`src/rtl/bus_addr_deser_pkg.sv`:
```
// Shared widths and FSM state encoding for the serial bus-to-bridge address path.
package bus_addr_deser_pkg;
  localparam int BB_ADDR_WIDTH_DEF      = 12;
  localparam int BUS_ADDR_WIDTH_DEF     = 16;
  localparam int BUS_MEM_ADDR_WIDTH_DEF = 12;

  typedef enum logic [1:0] {
    IDLE = 2'd0,
    RECV = 2'd1,
    HOLD = 2'd2
  } state_e;
endpackage

```
`src/rtl/bus_addr_deser_fold.sv`:
```
// Folds a full bus address into bridge format (slave select + offset); combinational.
// Range check only when ADDR_RANGE_CHECK_EN is defined, otherwise addr_err_o is 0.
module bus_addr_fold
  import bus_addr_deser_pkg::*;
#(
  parameter int BB_ADDR_WIDTH      = BB_ADDR_WIDTH_DEF,
  parameter int BUS_ADDR_WIDTH     = BUS_ADDR_WIDTH_DEF,
  parameter int BUS_MEM_ADDR_WIDTH = BUS_MEM_ADDR_WIDTH_DEF
) (
  input  logic [BUS_ADDR_WIDTH-1:0] bus_addr_i,
  output logic [BB_ADDR_WIDTH-1:0]  bb_addr_o,
  output logic                      addr_err_o
);
  assign bb_addr_o = {bus_addr_i[BUS_MEM_ADDR_WIDTH], bus_addr_i[BB_ADDR_WIDTH-2:0]};

`ifdef ADDR_RANGE_CHECK_EN
  // Bits that exist on the bus but have no home in the bridge format.
  function automatic logic [BUS_ADDR_WIDTH-1:0] err_mask();
    logic [BUS_ADDR_WIDTH-1:0] m;
    m = '0;
    for (int i = 0; i < BUS_ADDR_WIDTH; i++) begin
      m[i] = ((i >= BB_ADDR_WIDTH-1) && (i <= BUS_MEM_ADDR_WIDTH-1)) || (i > BUS_MEM_ADDR_WIDTH);
    end
    return m;
  endfunction

  localparam logic [BUS_ADDR_WIDTH-1:0] ERR_MASK = err_mask();

  assign addr_err_o = |(bus_addr_i & ERR_MASK);
`else
  logic unused_bits;
  assign unused_bits = ^bus_addr_i;
  assign addr_err_o  = 1'b0;
`endif
endmodule

```
`src/rtl/bus_addr_deser.sv`:
```
// Serial (LSB-first) bus address deserializer to bridge format; result valid 1 cycle after last bit.
// Holds result until bb_ready, refusing serial bits meanwhile; abort flushes. Range check: ADDR_RANGE_CHECK_EN.
module bus_addr_deser
  import bus_addr_deser_pkg::*;
#(
  parameter int BB_ADDR_WIDTH      = BB_ADDR_WIDTH_DEF,
  parameter int BUS_ADDR_WIDTH     = BUS_ADDR_WIDTH_DEF,
  parameter int BUS_MEM_ADDR_WIDTH = BUS_MEM_ADDR_WIDTH_DEF
) (
  input  logic                     clk,
  input  logic                     rstn,
  input  logic                     s_addr_bit,
  input  logic                     s_addr_valid,
  output logic                     s_addr_ready,
  input  logic                     abort,
  output logic [BB_ADDR_WIDTH-1:0] bb_addr,
  output logic                     bb_valid,
  input  logic                     bb_ready,
  output logic                     addr_err
);
  localparam int CNT_W = $clog2(BUS_ADDR_WIDTH + 1);
  localparam int IDX_W = $clog2(BUS_ADDR_WIDTH);

  state_e                    state_q;
  logic [BUS_ADDR_WIDTH-1:0] shift_q;
  logic [BUS_ADDR_WIDTH-1:0] word_d;
  logic [CNT_W-1:0]          cnt_q;
  logic [BB_ADDR_WIDTH-1:0]  bb_addr_q;
  logic                      bb_valid_q;
  logic                      addr_err_q;
  logic                      rdy_q;
  logic [BB_ADDR_WIDTH-1:0]  fold_addr;
  logic                      fold_err;
  logic                      last_bit;

  // Word as it will look once the bit on the wire lands, so the last bit folds in the same edge.
  always_comb begin
    word_d = shift_q;
    word_d[cnt_q[IDX_W-1:0]] = s_addr_bit;
  end

  assign last_bit = (cnt_q == CNT_W'(BUS_ADDR_WIDTH - 1));

  bus_addr_fold #(
    .BB_ADDR_WIDTH     (BB_ADDR_WIDTH),
    .BUS_ADDR_WIDTH    (BUS_ADDR_WIDTH),
    .BUS_MEM_ADDR_WIDTH(BUS_MEM_ADDR_WIDTH)
  ) u_fold (
    .bus_addr_i(word_d),
    .bb_addr_o (fold_addr),
    .addr_err_o(fold_err)
  );

  always_ff @(posedge clk or negedge rstn) begin
    if (!rstn) begin
      state_q    <= IDLE;
      shift_q    <= '0;
      cnt_q      <= '0;
      bb_addr_q  <= '0;
      bb_valid_q <= 1'b0;
      addr_err_q <= 1'b0;
      rdy_q      <= 1'b1;
    end else if (abort) begin
      state_q    <= IDLE;
      cnt_q      <= '0;
      bb_valid_q <= 1'b0;
      addr_err_q <= 1'b0;
      rdy_q      <= 1'b1;
    end else begin
      case (state_q)
        IDLE: begin
          if (s_addr_valid) begin
            shift_q <= word_d;
            cnt_q   <= CNT_W'(1);
            state_q <= RECV;
          end
        end
        RECV: begin
          if (s_addr_valid) begin
            shift_q <= word_d;
            if (last_bit) begin
              bb_addr_q  <= fold_addr;
              addr_err_q <= fold_err;
              bb_valid_q <= 1'b1;
              rdy_q      <= 1'b0;
              cnt_q      <= '0;
              state_q    <= HOLD;
            end else begin
              cnt_q <= cnt_q + CNT_W'(1);
            end
          end
        end
        HOLD: begin
          if (bb_ready) begin
            bb_valid_q <= 1'b0;
            addr_err_q <= 1'b0;
            rdy_q      <= 1'b1;
            state_q    <= IDLE;
          end
        end
        default: begin
          state_q <= IDLE;
          rdy_q   <= 1'b1;
        end
      endcase
    end
  end

  assign s_addr_ready = rdy_q;
  assign bb_addr      = bb_addr_q;
  assign bb_valid     = bb_valid_q;
  assign addr_err     = addr_err_q;
endmodule

```
`config.mk`:
```
export PLATFORM = sky130hd
export DESIGN_NAME = bus_addr_deser
export DESIGN_NICKNAME = d
export VERILOG_FILES = /design/src/rtl/bus_addr_deser_pkg.sv /design/src/rtl/bus_addr_deser_fold.sv /design/src/rtl/bus_addr_deser.sv
export SDC_FILE = /design/constraint.sdc
export NUM_CORES = 1
export LEC_CHECK = 0
export ABC_CLOCK_PERIOD_IN_PS = 3900
export CORE_MARGIN = 1.5
export CORE_UTILIZATION = 43
export CTS_BUF_LIST = sky130_fd_sc_hd__clkbuf_4 sky130_fd_sc_hd__clkbuf_8 sky130_fd_sc_hd__clkbuf_16
export DETAILED_ROUTE_END_ITERATION = 8
export PLACE_DENSITY_LB_ADDON = 0.12
export SYNTH_ARGS = -nofsm -noshare
export SYNTH_HDL_FRONTEND = slang
export SYNTH_SLANG_ARGS = --single-unit
export TNS_END_PERCENT = 1
```
`constraint.sdc`:
```
create_clock -name clk -period 3.9 [get_ports clk]
set_input_delay 0.78 -clock clk [delete_from_list [all_inputs] [get_ports clk]]
set_output_delay 0.78 -clock clk [all_outputs]
set_load 0.01 [all_outputs]
```
# Yosys cells after proc, flatten, opt, wreduce, memory -nomap -nowiden
# Cells that the tools add are included.
[totals] reg_bits=38 latchBits=0 ram_bits=0 romBits=0 input_bits=6 out_inout_bits=15 mem_count=0
[op_classes] add_sub_neg=1 multipliers=0 div_mod_pow=0 n_lt_le_gt_ge=2 n_eq_ne=8 shifts=0 mux=26 n_bitwise=1 n_reduce_logical=11
[op_table] cell="two-way mux 5 bit" count=4
[op_table] cell="bitwise mux 16 bit" count=1
[op_table] cell="AND reduction 4 bit" count=4
[op_table] cell="!= test 3 bit, second input constant" count=4
[op_table] cell="two-way mux 1 bit" count=10
[op_table] cell="two-way mux 2 bit" count=5
[op_table] cell="case mux 5 bit (2 select lines)" count=1
[op_table] cell="case mux 2 bit (3 select lines)" count=1
[op_table] cell="AND reduction 3 bit" count=2
[op_table] cell="nonzero test 3 bit" count=2
[op_table] cell="adder 5 x 1 -> 5 bit, second input constant" count=1
[op_table] cell="equality test 5 x 4 -> 1 bit, second input constant" count=1
[op_table] cell="less-than comparator 4 x 5 -> 1 bit, second input constant" count=1
[op_table] cell="demux 1 bit (select 4 bit)" count=1
[op_table] cell=">= comparator 4 x 1 -> 1 bit, second input constant" count=1
[op_table] cell="case mux 1 bit (2 select lines)" count=2
[op_table] cell="case mux 1 bit (3 select lines)" count=1
[op_table] cell="equality test 2 x 1 -> 1 bit, second input constant" count=1
[op_table] cell="equality test 2 bit, second input constant" count=1
[op_table] cell="logical NOT 2 bit" count=1
[op_table] cell="!= test 2 bit, second input constant" count=1
[op_table] cell="OR reduction 2 bit" count=1
[op_table] cell="logical AND 1 bit" count=1
[op_table] cell="NOT 1 bit" count=1

# Depth between registers and ports, before layout
[logic_depth] word_depth=5 depth_mapped=6

# Cells and area by module
# Synthesis repeated with hierarchy kept, for this count alone.
[hier_totals] hier_cells=192 hier_area_um2=2127.0
[modules_own_cells] module="bus_addr_deser" n_inst=1 cells_each=178 area_each_um2=2025.7
[modules_own_cells] module="bus_addr_fold" n_inst=1 cells_each=14 area_each_um2=101.3

# Least setup slack after synthesis
# Ideal clock, no wire load.
[synth_path] path_type="input -> register" startpoint="in abort" endpoint="reg bb_addr_q[2] (netlist: bb_addr[2])" setup_ps=125 arrival_ps=1767 t_required_ps=3775 slack_ps=2008 path_stages=5 cell_sequence="buf_2 > nor3b_2 > nand3_2 > buf_6 > mux2_4"
[synth_between] elab_chain_cells=2
[synth_lines] item="start, declared" line="bus_addr_deser.sv:15" text="input logic abort,"
[synth_lines] item="NOT 1 bit (no source line)"
[synth_lines] item="AND reduction 4 bit (no source line)"
[synth_lines] item="end signal, assigned" line="bus_addr_deser.sv:82" text="bb_addr_q <= fold_addr;"
[synth_lines] item="end, declared" line="bus_addr_deser.sv:28" text="logic [BB_ADDR_WIDTH-1:0] bb_addr_q;"
# No other way between the ends.
# A chain may end at the register's enable or synchronous reset.

# Worst setup path after layout
[layout_path] startpoint="in abort" endpoint="reg shift_q[5]"
[layout_between] elab_chain_cells=2
[layout_lines] item="NOT 1 bit (no source line)"
[layout_lines] item="AND reduction 3 bit (no source line)"
[layout_lines] item="end signal, assigned" line="bus_addr_deser.sv:73" text="shift_q <= word_d;"
[layout_lines] item="end signal, assigned" line="bus_addr_deser.sv:80" text="shift_q <= word_d;"
[layout_lines] item="end, declared" line="bus_addr_deser.sv:25" text="logic [BUS_ADDR_WIDTH-1:0] shift_q;"
# No other way between the ends.

==> flow_metrics.env <==
export IMPL_status="finished, final reports clean"
export IMPL_globalRouteTotalUtil_pct=16.56
export IMPL_die_y_um=66.80
export IMPL_cts_root_buf="clkbuf_8"
export IMPL_cts_resized_gates=0
export IMPL_diodes=0
export IMPL_r2r_start="cnt_q[2]$_DFFE_PN0P_"
export IMPL_setup_viol=0
export IMPL_drtIter0Drc=59
export IMPL_viasPerCell=5.215
export IMPL_ant_nets=0
export IMPL_post_cts_buffers=0
export IMPL_synth_area_um2=1750
export IMPL_firstDrtPassIters=4
export IMPL_final_nets=182
export IMPL_cellPowerDensity_nw_per_um2=362.5
export IMPL_cap_violations=0
export IMPL_final_cells=223
export IMPL_tightestPinTransition_ns=0.7538
export IMPL_clockBufferDepth=2
export IMPL_dp_cells=215
export IMPL_fin_ws_ns=1.405
export IMPL_dp_hpwl_um=2129
export IMPL_async_flop_share_pct=100.0
export IMPL_grt_setup_unrepaired="no"
export IMPL_pre_cts_ws_ns=1.142
export IMPL_grt_max_degree=34
export IMPL_finalCritPeriodShare_pct=63.98
export IMPL_clk_latency_ns=0.28
export IMPL_area_growth_pct=16.58
export IMPL_slew_headroom_pct=49.69
export IMPL_cp_start_kind="primary input"
export IMPL_peakVddDrop_v=0.0001817
export IMPL_hold_path_startpoint="shift_q[4]$_DFFE_PN0P_"
export IMPL_crit_type="primary input to flop"
export IMPL_totalWireLength_um=3296
export IMPL_cts_max_level=2
export IMPL_hold_viol=0
export IMPL_cts_buffers_inserted=5
export IMPL_cpPeakStageDelay_ns=0.73
export IMPL_die_area_um2=4462
export IMPL_cts_tree="yes"
export IMPL_antenna_found_initial=0
export IMPL_finalSetupTns_ns=0
export IMPL_leakage_nw=0.9773
export IMPL_synth_edf_count=0
export IMPL_boundaryPins=21
export IMPL_reg2reg_depth=3
export IMPL_synth_distinct_cells=39
export IMPL_via_count=1163
export IMPL_place_area_um2=1939
export IMPL_drive_gt1_share_pct=16.18
export IMPL_min_delay_path_depth=1
export IMPL_fmax_mhz=400.8
export IMPL_core_um2=3943
export IMPL_worstPathArrival_ns=2.66
export IMPL_seq_area_frac_synth_pct=47.25
export IMPL_end_kind="flop"
export IMPL_final_max_slew_viol_count=0
export IMPL_num_rows=23
export IMPL_hold_buffers=0
export IMPL_hp_class="flop to flop"
export IMPL_grt_ovfl_total=0
export IMPL_crit_required_ns=4.06
export IMPL_clk_pin_slew_ns=0.07
export IMPL_crit_buf_inv=1
export IMPL_portBuffers=19
export IMPL_die_w_um=66.80
export IMPL_cp_slowest_cell="nor3b_4"
export IMPL_final_common_cell="dfrtp_1"
export IMPL_crit_chain="clkdlybuf4s50_1 > nor3b_4 > nand3_1 > mux2_1"
export IMPL_period_needed_ns=2.495
export IMPL_critPathTopFamily="simple AND/OR/NAND/NOR gates"
export IMPL_clock_skew_ns=0.003096
export IMPL_r2r_setup_slack_ns=1.81
export IMPL_wl_per_cell_um=14.78
export IMPL_syn_area_per_cell_um2=11.15
export IMPL_synth_seq_cells=33
export IMPL_grt_pass1_wl_um=5326
export IMPL_syn_inst=157
export IMPL_start_util_pct=44.40
export IMPL_nFillCells=357
export IMPL_yosys_warnings=0
export IMPL_worstPathMaxFanout=19
export IMPL_regToRegEndpoint="bb_addr[2]$_DFFE_PN0P_"
export IMPL_grt_pass1_vias=1121
export IMPL_cts_sinks=33
export IMPL_final_area_um2=2041
export IMPL_final_cell_mix="dfrtp_1, clkdlybuf4s50_1, mux2i_1"
export IMPL_ys_flop_type="dfrtp_1"
export IMPL_synth_nets=167
export IMPL_drc=0
export IMPL_holdPathEnd="shift_q[4]$_DFFE_PN0P_"
export IMPL_gp_congestion=0.7844
[cell families (layout without fill, tap and decap cells)]
logic type | Yosys count | count (layout) | share of synthesized area [%]
AO/OA/AOI/OAI | 21 | 21 | 7.649
other | 1 | 1 | 0.2142
buffers and inverters | 22 | 38 | 6.218
adder cells (fa/ha/maj) | 4 | 4 | 2.859
AND/OR/NAND/NOR | 46 | 46 | 16.51
flip-flops | 33 | 33 | 47.25
multiplexers | 30 | 30 | 19.30
[synthesized netlist by cell type (3+ instances only)]
library cell	count	area share, %
nand3_1	9	2.6
mux2_2	9	5.8
inv_1	10	2.1
nand3b_1	7	3.0
nor2b_1	4	1.4
buf_4	4	1.7
mux2_4	4	3.4
a21oi_1	9	2.6
mux2_1	5	3.2
nand2_1	3	0.64
dfrtp_1	32	46
nor2_1	10	2.1
buf_2	3	0.86
ha_1	4	2.9
nor3b_1	4	1.7
clkbuf_1	4	0.86
o21ai_0	3	0.86
mux2i_1	12	6.9
[state kept, by name, indices dropped and copies added, names as in the netlist]
name          count
s_addr_ready      1
shift_q          12
state_q           2
bb_addr          12
cnt_q             5
bb_valid          1
[where the power goes]
group | internal (mW) | switching [mW]
sequential | 0.365 | 0.0133
clock | 0.159 | 0.122
combinational | 0.0363 | 0.0432
[routing by layer]
metal	GRT usage [%]	vias to the layer above	share of wire, %
met2	25.75	15	46
met1	21.34	571	49
li1	-	571	-
met3	5.574	6	3.3
met5	0	-	0
met4	6.122	0	1.6
[cell type report]
class                   instances  area [um2]  share of cell area (%)
well taps                      50       62.56                   3.066
clock buffers                   7       96.34                   4.721
multi-input cells             102       814.5                   39.91
clock inverters                 1       5.005                  0.2452
inverters                      10       37.54                   1.839
repair buffers                 20       197.7                   9.687
flip-flops and latches         33       827.0                   40.53
[worst max path at each step]
| stage | startpoint | endpoint | slack (ns) | depth (start not counted) |
|---|---|---|---|---|
| floorplan | abort | bb_addr[2]$_DFFE_PN0P_ | 2.01 | 5 |
| global placement | abort | bb_addr[2]$_DFFE_PN0P_ | 1.19 | 4 |
| detailed placement | abort | bb_addr[2]$_DFFE_PN0P_ | 1.14 | 4 |
| CTS | abort | shift_q[5]$_DFFE_PN0P_ | 1.43 | 4 |
| global route | abort | shift_q[5]$_DFFE_PN0P_ | 1.32 | 4 |
| finish | abort | shift_q[5]$_DFFE_PN0P_ | 1.40 | 4 |
[metrics by stage]
step / power (mW) / hold WS (ns) / util (%)
after global placement: 0.4614 / 0.4710 / 49.19
after detailed placement: 0.4650 / 0.4832 / 49.19
final: 0.7398 / 0.4937 / 51.76
after CTS: 0.7521 / 0.4991 / 51.76
after global routing: 0.7819 / 0.5269 / 51.76
after floorplan: 0.4380 / 0.4585 / -
Power figures use the tool's default switching activity.
